$ cat config.mk
export PLATFORM = sky130hd
export DESIGN_NAME = peripheral_sum_accumulator
export DESIGN_NICKNAME = d
export VERILOG_FILES = /design/src/rtl/peripheral_sum_accumulator.sv
export SDC_FILE = /design/constraint.sdc
export NUM_CORES = 1
export LEC_CHECK = 0
export CORE_MARGIN = 2
export CORE_UTILIZATION = 37
export CTS_BUF_LIST = sky130_fd_sc_hd__clkbuf_8
export DETAILED_ROUTE_END_ITERATION = 6
export GPL_ROUTABILITY_DRIVEN = 0
export PLACE_DENSITY = 0.58
export SYNTH_ARGS = -nofsm -noshare
export SYNTH_HDL_FRONTEND = slang
export SYNTH_SLANG_ARGS = --single-unit
$ cat constraint.sdc
create_clock -name clk -period 3.05 [get_ports clk]
set_input_delay 0.7625 -clock clk [delete_from_list [all_inputs] [get_ports clk]]
set_output_delay 0.7625 -clock clk [all_outputs]
set_load 0.01 [all_outputs]
$ cat src/rtl/peripheral_sum_accumulator.sv
// Reduction stage: sums a programmable-length block of adder outputs into a saturating
// accumulator and presents the block total plus a sticky saturation flag over valid/ready.
module peripheral_sum_accumulator #(
   parameter int DATA_WIDTH  = 9,
   parameter int ACC_WIDTH   = 16,
   parameter int COUNT_WIDTH = 8
) (
   input  logic                   clk,
   input  logic                   rst,
   input  logic [COUNT_WIDTH-1:0] cfg_len,
   input  logic                   start,
   input  logic                   in_valid,
   input  logic [DATA_WIDTH-1:0]  in_data,
   output logic                   in_ready,
   output logic                   out_valid,
   output logic [ACC_WIDTH-1:0]   out_data,
   output logic                   out_sat,
   input  logic                   out_ready,
   output logic                   busy
);

   localparam logic [1:0] ST_IDLE  = 2'd0;
   localparam logic [1:0] ST_ACCUM = 2'd1;
   localparam logic [1:0] ST_HOLD  = 2'd2;

   logic [1:0]             state_r;
   logic [1:0]             state_nxt_s;
   logic [ACC_WIDTH-1:0]   acc_r;
   logic [COUNT_WIDTH-1:0] cnt_r;
   logic [COUNT_WIDTH-1:0] len_r;
   logic                   sat_r;
   logic                   in_ready_r;
   logic                   out_valid_r;
   logic                   busy_r;
   logic                   accept_s;
   logic                   last_s;
   logic                   load_s;
   logic [ACC_WIDTH:0]     sum_s;

   // Returns {clamped, value}; the top bit doubles as the saturation indication.
   function automatic logic [ACC_WIDTH:0] sat_add(input logic [ACC_WIDTH-1:0] a,
                                                  input logic [DATA_WIDTH-1:0] b);
      logic [ACC_WIDTH:0] s;
      s = {1'b0, a} + {{(ACC_WIDTH + 1 - DATA_WIDTH){1'b0}}, b};
      if (s[ACC_WIDTH]) begin
         sat_add = {1'b1, {ACC_WIDTH{1'b1}}};
      end else begin
         sat_add = s;
      end
   endfunction

   assign accept_s = in_valid && (state_r == ST_ACCUM);
   assign last_s   = (cnt_r == (len_r - {{(COUNT_WIDTH-1){1'b0}}, 1'b1}));
   assign load_s   = start && ((state_r == ST_IDLE) ||
                               ((state_r == ST_HOLD) && out_ready));
   assign sum_s    = sat_add(acc_r, in_data);

   // Next-state selection for the block sequencer.
   always_comb begin
      state_nxt_s = state_r;
      case (state_r)
         ST_IDLE: begin
            if (start) begin
               state_nxt_s = ST_ACCUM;
            end else begin
               state_nxt_s = ST_IDLE;
            end
         end
         ST_ACCUM: begin
            if (accept_s && last_s) begin
               state_nxt_s = ST_HOLD;
            end else begin
               state_nxt_s = ST_ACCUM;
            end
         end
         ST_HOLD: begin
            if (out_ready) begin
               state_nxt_s = start ? ST_ACCUM : ST_IDLE;
            end else begin
               state_nxt_s = ST_HOLD;
            end
         end
         default: state_nxt_s = ST_IDLE;
      endcase
   end

   // State, datapath and flag registers; handshake flags are precomputed from next state.
   always_ff @(posedge clk) begin
      if (rst) begin
         state_r     <= ST_IDLE;
         acc_r       <= {ACC_WIDTH{1'b0}};
         cnt_r       <= {COUNT_WIDTH{1'b0}};
         len_r       <= {COUNT_WIDTH{1'b0}};
         sat_r       <= 1'b0;
         in_ready_r  <= 1'b0;
         out_valid_r <= 1'b0;
         busy_r      <= 1'b0;
      end else begin
         state_r     <= state_nxt_s;
         in_ready_r  <= (state_nxt_s == ST_ACCUM);
         out_valid_r <= (state_nxt_s == ST_HOLD);
         busy_r      <= (state_nxt_s != ST_IDLE);
         if (load_s) begin
            // A zero length is promoted to one so the block always terminates.
            len_r <= (cfg_len == {COUNT_WIDTH{1'b0}}) ?
                     {{(COUNT_WIDTH-1){1'b0}}, 1'b1} : cfg_len;
            acc_r <= {ACC_WIDTH{1'b0}};
            cnt_r <= {COUNT_WIDTH{1'b0}};
            sat_r <= 1'b0;
         end else if (accept_s) begin
            acc_r <= sum_s[ACC_WIDTH-1:0];
            sat_r <= sat_r | sum_s[ACC_WIDTH];
            cnt_r <= cnt_r + {{(COUNT_WIDTH-1){1'b0}}, 1'b1};
         end else begin
            acc_r <= acc_r;
            sat_r <= sat_r;
            cnt_r <= cnt_r;
         end
      end
   end

   assign in_ready  = in_ready_r;
   assign out_valid = out_valid_r;
   assign out_data  = acc_r;
   assign out_sat   = sat_r;
   assign busy      = busy_r;

endmodule

==> results.ini, run 1 <==
[final_layout]
layout-drive-gt1-share_pct=8.04
stdcell_count=386
syn_to_final_growth_pct=28.9
layout_commonest_cell=clkdlybuf4s50_1
nets=344
antenna_cells=0
final_cell_mix=41 x clkdlybuf4s50_1, 38 x dfxtp_1, 24 x nand2_1, 23 x nor2_1, 22 x a21oi_1

[clocking]
numCtsBuffers=5
insertion_delay_ns=0.29
htreeDepth=2
cts.clk_slew.worst_paths_ns=0.08
cts_root_buf=clkbuf_8
ctsHoldBuffers=0
ctsResizeCount=0
post-cts-setup-buffers=0
clock-sinks=38
cts_tree=built
cts_buffer_depth=2

[detailed_routing]
via_count=2038
final_antenna_net_count=0
drt_first_iter_violations=59
vias_per_cell=5.28
post_drt_wl_per_cell_um=13.5
drc=0
routed_wl_um=5210
drtPass1Iterations=4

[setup_path]
rr_startpoint=out_data[0]
worstSetupStartpointType=input port
cp_data_arrival_time_ns=2.96
end_kind=flop
cp_max_fo=8
reg2reg_slack_ns=0.87
rr_worst_depth=9
worstPathRequired_ns=3.27
path_class=input port to flop
r2r_end=out_data[9]

[yosys]
synth_edf_count=0
yosysUniqueCellTypes=56
yosysWarnings=0
ys_top_cells_by_area=dfxtp_1 34%, ha_1 6.2%, a21oi_1 5.0%, xnor2_1 4.7%, nand2_1 4.1%
yosysTopAreaCellShare_pct=34.2
netlist_instances=262
synth_area_mm2=0.00222
synth-seq-cells=38
syn_area_per_cell_um2=8.49
seq_area_frac_synth_pct=34.2
yosys.area.top_type=dfxtp_1
async_flop_share_pct=0
synth_flop_cell=dfxtp_1
syn_nets=296

[run]
drv_cap=0

[floorplanning]
core_area_mm2=0.00585
fp.dieArea_mm2=0.00665
ios=42
initial_utilization_pct=38.0
rows=28
fp.dieH_um=81.5
die_w_um=81.5

[timing]
tightest_slew_ns=0.651
timing.final.crit_share_pct=89.6
rsz0062_at_grt=no
setup_ws_ns=0.318
setup_viol=0
report.final.slew_viol_count=0
hold_viol_final=0
period_minus_slack_ns=2.73
setup_tns_ns=0
fmax_mhz=366
clock_skew_ns=0.00946
maxSlewHeadroom_pct=56.4

[placement]
dp_hpwl_um=3890
placed_cells=378
port_buffers=41
post-place-ws_ns=0.0175

[min_path]
whs_endpoint=out_sat
min_path_cells=2
hold_path_class=flop to flop
hp-start=out_sat

[global_routing]
overflow=0
antenna_found_initial=0
grt_max_degree=20
grt_first_pass_wirelength_um=8780
grt_usage_pct=16.6
grt_pass1_vias=1863

[run_status]
status=completed

[pwr]
peakVddDrop_mv=0.205
p_leak_nw=1.09
power_density_mw_per_mm2=408

## registers in the layout (all words and copies together), names as in the netlist
register,cells
busy,1
cnt_r,8
in_ready,1
len_r,8
out_data,16
out_sat,1
out_valid,1
state_r,2
## power by group
| part | switching [mW] | total (mW) | internal [mW] | leakage, nW |
|---|---|---|---|---|
| Sequential | 0.0186 | 0.530 | 0.512 | 0.309 |
| Combinational | 0.104 | 0.210 | 0.105 | 0.722 |
| Clock | 0.188 | 0.428 | 0.241 | 0.0556 |
| Total | 0.310 | 1.17 | 0.858 | 1.09 |
## worst max path at each step
stage / cells past startpoint / to / slack (ns) / from
floorplan: 8 / out_data[12] / 0.59 / in_data[0]
global placement: 10 / out_data[9] / 0.08 / in_data[0]
detailed placement: 10 / out_data[1] / 0.02 / in_data[0]
CTS: 10 / out_data[9] / 0.32 / in_data[0]
global route: 10 / out_data[1] / 0.15 / in_data[0]
finish: 10 / out_data[9] / 0.32 / in_data[0]
## cells in the mapped netlist (all sizes together), types with 3 or more instances
| library cell | n |
|---|---|
| buf | 5 |
| a21oi | 23 |
| and3 | 5 |
| a31oi | 7 |
| clkbuf | 4 |
| nand2 | 24 |
| nor2 | 23 |
| a21o | 3 |
| nor3 | 7 |
| xnor2 | 12 |
| ha | 11 |
| o21ai | 19 |
| nand3 | 7 |
| xor2 | 8 |
| inv | 10 |
| o21a | 5 |
| nor2b | 4 |
| a211oi | 6 |
| dfxtp | 38 |
| nand4 | 4 |
## layer usage
metal | routed length [um] | vias up | GRT usage (%)
li1 | - | 1056 | -
met4 | 53 | 0 | 4.07
met2 | 2310 | 28 | 25.3
met1 | 2700 | 948 | 24.2
met3 | 139 | 6 | 3.08
met5 | 0 | - | 0
## metrics by stage
stage	util, %	power, mW	area, um^2	hold WS (ns)
6_report	49.0	1.17	2870	0.464
5_1_grt	49.0	1.22	2870	0.508
4_1_cts	49.0	1.18	2870	0.470
3_5_place_dp	47.1	0.752	2760	0.457
3_3_place_gp	47.1	0.750	2760	0.458
2_1_floorplan	-	0.674	2220	0.465
## critical path: stages
cell and delay [ns]:
clkdlybuf4s50_1 0.46, ha_1 0.20, inv_1 0.07, fa_1 0.37, nor2b_1 0.19, o2111ai_2 0.15, a32oi_2 0.20, buf_4 0.19
nand3_2 0.16, a31oi_1 0.19
## cells by family after synthesis
group	after synthesis	share of synthesized area [%]
AOI/OAI and AO/OA	83	25.9
xor gates and xnor gates	20	7.88
adders and majority gates	12	7.09
buffers and inverters	19	3.49
DFF	38	34.2
muxes	3	1.41
and+or+nand+nor	87	20.0
## final cells by class
cell class / count / area (um^2)
clock buffer: 5 / 68.8
clock inverter: 3 / 41.3
fill: 573 / 2990
inverter: 10 / 37.5
multi-input combinational: 205 / 1390
sequential: 38 / 761
tap: 75 / 93.8
timing repair buffer: 50 / 478
(Power assumes the default switching activity.)
==> inputs of run 2 (changes only) <==
--- a/config.mk
+++ b/config.mk
@@ -10,6 +10,7 @@
 export CTS_BUF_LIST = sky130_fd_sc_hd__clkbuf_8
 export DETAILED_ROUTE_END_ITERATION = 6
 export GPL_ROUTABILITY_DRIVEN = 0
+export HOLD_SLACK_MARGIN = 0.12
 export PLACE_DENSITY = 0.58
 export SYNTH_ARGS = -nofsm -noshare
 export SYNTH_HDL_FRONTEND = slang
==> results of run 2 <==
No change in the layout: final DEF, timing and power equal those of run 1.
==> inputs of run 3 (changes only) <==
--- a/config.mk
+++ b/config.mk
@@ -6,12 +6,12 @@
 export NUM_CORES = 1
 export LEC_CHECK = 0
 export CORE_MARGIN = 2
-export CORE_UTILIZATION = 37
+export CORE_UTILIZATION = 51
 export CTS_BUF_LIST = sky130_fd_sc_hd__clkbuf_8
 export DETAILED_ROUTE_END_ITERATION = 6
 export GPL_ROUTABILITY_DRIVEN = 0
 export HOLD_SLACK_MARGIN = 0.12
-export PLACE_DENSITY = 0.58
+export PLACE_DENSITY = 0.76
 export SYNTH_ARGS = -nofsm -noshare
 export SYNTH_HDL_FRONTEND = slang
 export SYNTH_SLANG_ARGS = --single-unit
==> results.ini, run 3 (same netlist as run 1, synthesis figures left out) <==
[clocking]
ctsHoldBuffers=0
insertion_delay_ns=0.29
cts.clk_slew.worst_paths_ns=0.07
cts_root_buf=clkbuf_8
post-cts-setup-buffers=0
cts_buffer_depth=2
clock-sinks=38
numCtsBuffers=5
ctsResizeCount=0
cts_tree=built
htreeDepth=2

[final_layout]
largest_reg_flops=16
nets=343
syn_to_final_growth_pct=28.7
antenna_cells=0
final_area_mm2=0.00286
layout-drive-gt1-share_pct=8.06
final_cell_mix=41 x clkdlybuf4s50_1, 38 x dfxtp_1, 24 x nand2_1, 23 x nor2_1, 22 x a21oi_1
layout_commonest_cell=clkdlybuf4s50_1
utilization_pct=67.1

[pwr]
p_leak_nw=1.10
power_density_mw_per_mm2=445
peakVddDrop_mv=0.229

[floorplanning]
fp.dieH_um=70.0
ios=42
initial_utilization_pct=52.1
core_area_mm2=0.00426
fp.dieArea_mm2=0.00490
rows=24
die_w_um=70.0

[min_path]
hold_path_class=flop to flop

[detailed_routing]
drtPass1Iterations=4
routed_wl_um=5010
drt_first_iter_violations=118
final_antenna_net_count=0
via_count=2085
drc=0
vias_per_cell=5.76
post_drt_wl_per_cell_um=13.8

[setup_path]
worstSetupStartpointType=input port
path_class=input port to flop
cp_data_arrival_time_ns=2.94
end_kind=flop
cp_max_fo=8
worstPathRequired_ns=3.27

[timing]
clock_skew_ns=0.00527
setup_viol=0
tightest_slew_ns=0.586
worst_hold_slack_ns=0.457
setup_tns_ns=0
timing.final.crit_share_pct=89.4
period_minus_slack_ns=2.73
hold_viol_final=0
fmax_mhz=367
report.final.slew_viol_count=0
rsz0062_at_grt=no
maxSlewHeadroom_pct=60.9

[run_status]
status=completed

[placement]
port_buffers=41
place_area_mm2=0.00272
dp_hpwl_um=3740

[global_routing]
grt_first_pass_wirelength_um=8610
grt_pass1_vias=1914
antenna_found_initial=0
overflow=0
grt_usage_pct=21.6
grt_max_degree=21

[run]
drv_cap=0

## run 3: final timing paths
| check | startpoint | to | slack [ns] | cells past startpoint |
|---|---|---|---|---|
| setup / recovery | in_data[0] | out_data[9] | 0.32 | 10 |
| hold / removal | out_sat | out_sat | 0.46 | 2 |
| setup reg to reg | out_data[0] | out_data[9] | 0.87 | 9 |
| hold reg to reg | out_sat | out_sat | 0.46 | 2 |
## run 3: metrics by stage
stage | std cells | worst slack (ns) | power [mW]
CTS | 362 | 0.334 | 1.28
detailed placement | 354 | 0.0417 | 0.750
global placement | 354 | 0.108 | 0.745
finish | 362 | 0.322 | 1.27
global route | 362 | 0.150 | 1.32
floorplan | 262 | 0.587 | 0.674
## run 3: metal layers
| metal | routed length (um) | vias to the layer above | GRT usage (%) |
|---|---|---|---|
| met2 | 2340 | 41 | 35.8 |
| li1 | - | 1054 | - |
| met1 | 2410 | 983 | 28.7 |
| met3 | 199 | 7 | 4.18 |
| met4 | 55 | 0 | 5.77 |
| met5 | 0 | - | 0 |
## run 3: area by class of cell
class | instances | area, um^2
Fill cell | 358 | 1400
Multi-Input combinational cell | 205 | 1390
Sequential cell | 38 | 761
Timing Repair Buffer | 49 | 470
Clock buffer | 6 | 82.6
Tap cell | 52 | 65.1
Clock inverter | 2 | 60.1
Inverter | 10 | 37.5
## run 3: critical path, stage by stage
cell and delay (ns):
clkdlybuf4s50_1 0.46, ha_1 0.19, inv_1 0.06, fa_1 0.38
nor2b_1 0.21, o2111ai_2 0.15, a32oi_2 0.19, buf_4 0.18
nand3_2 0.16, a31oi_1 0.20
## run 3: power breakdown
part / switching [mW] / internal, mW
Combinational: 0.104 / 0.105
Clock: 0.186 / 0.349
Sequential: 0.0184 / 0.512
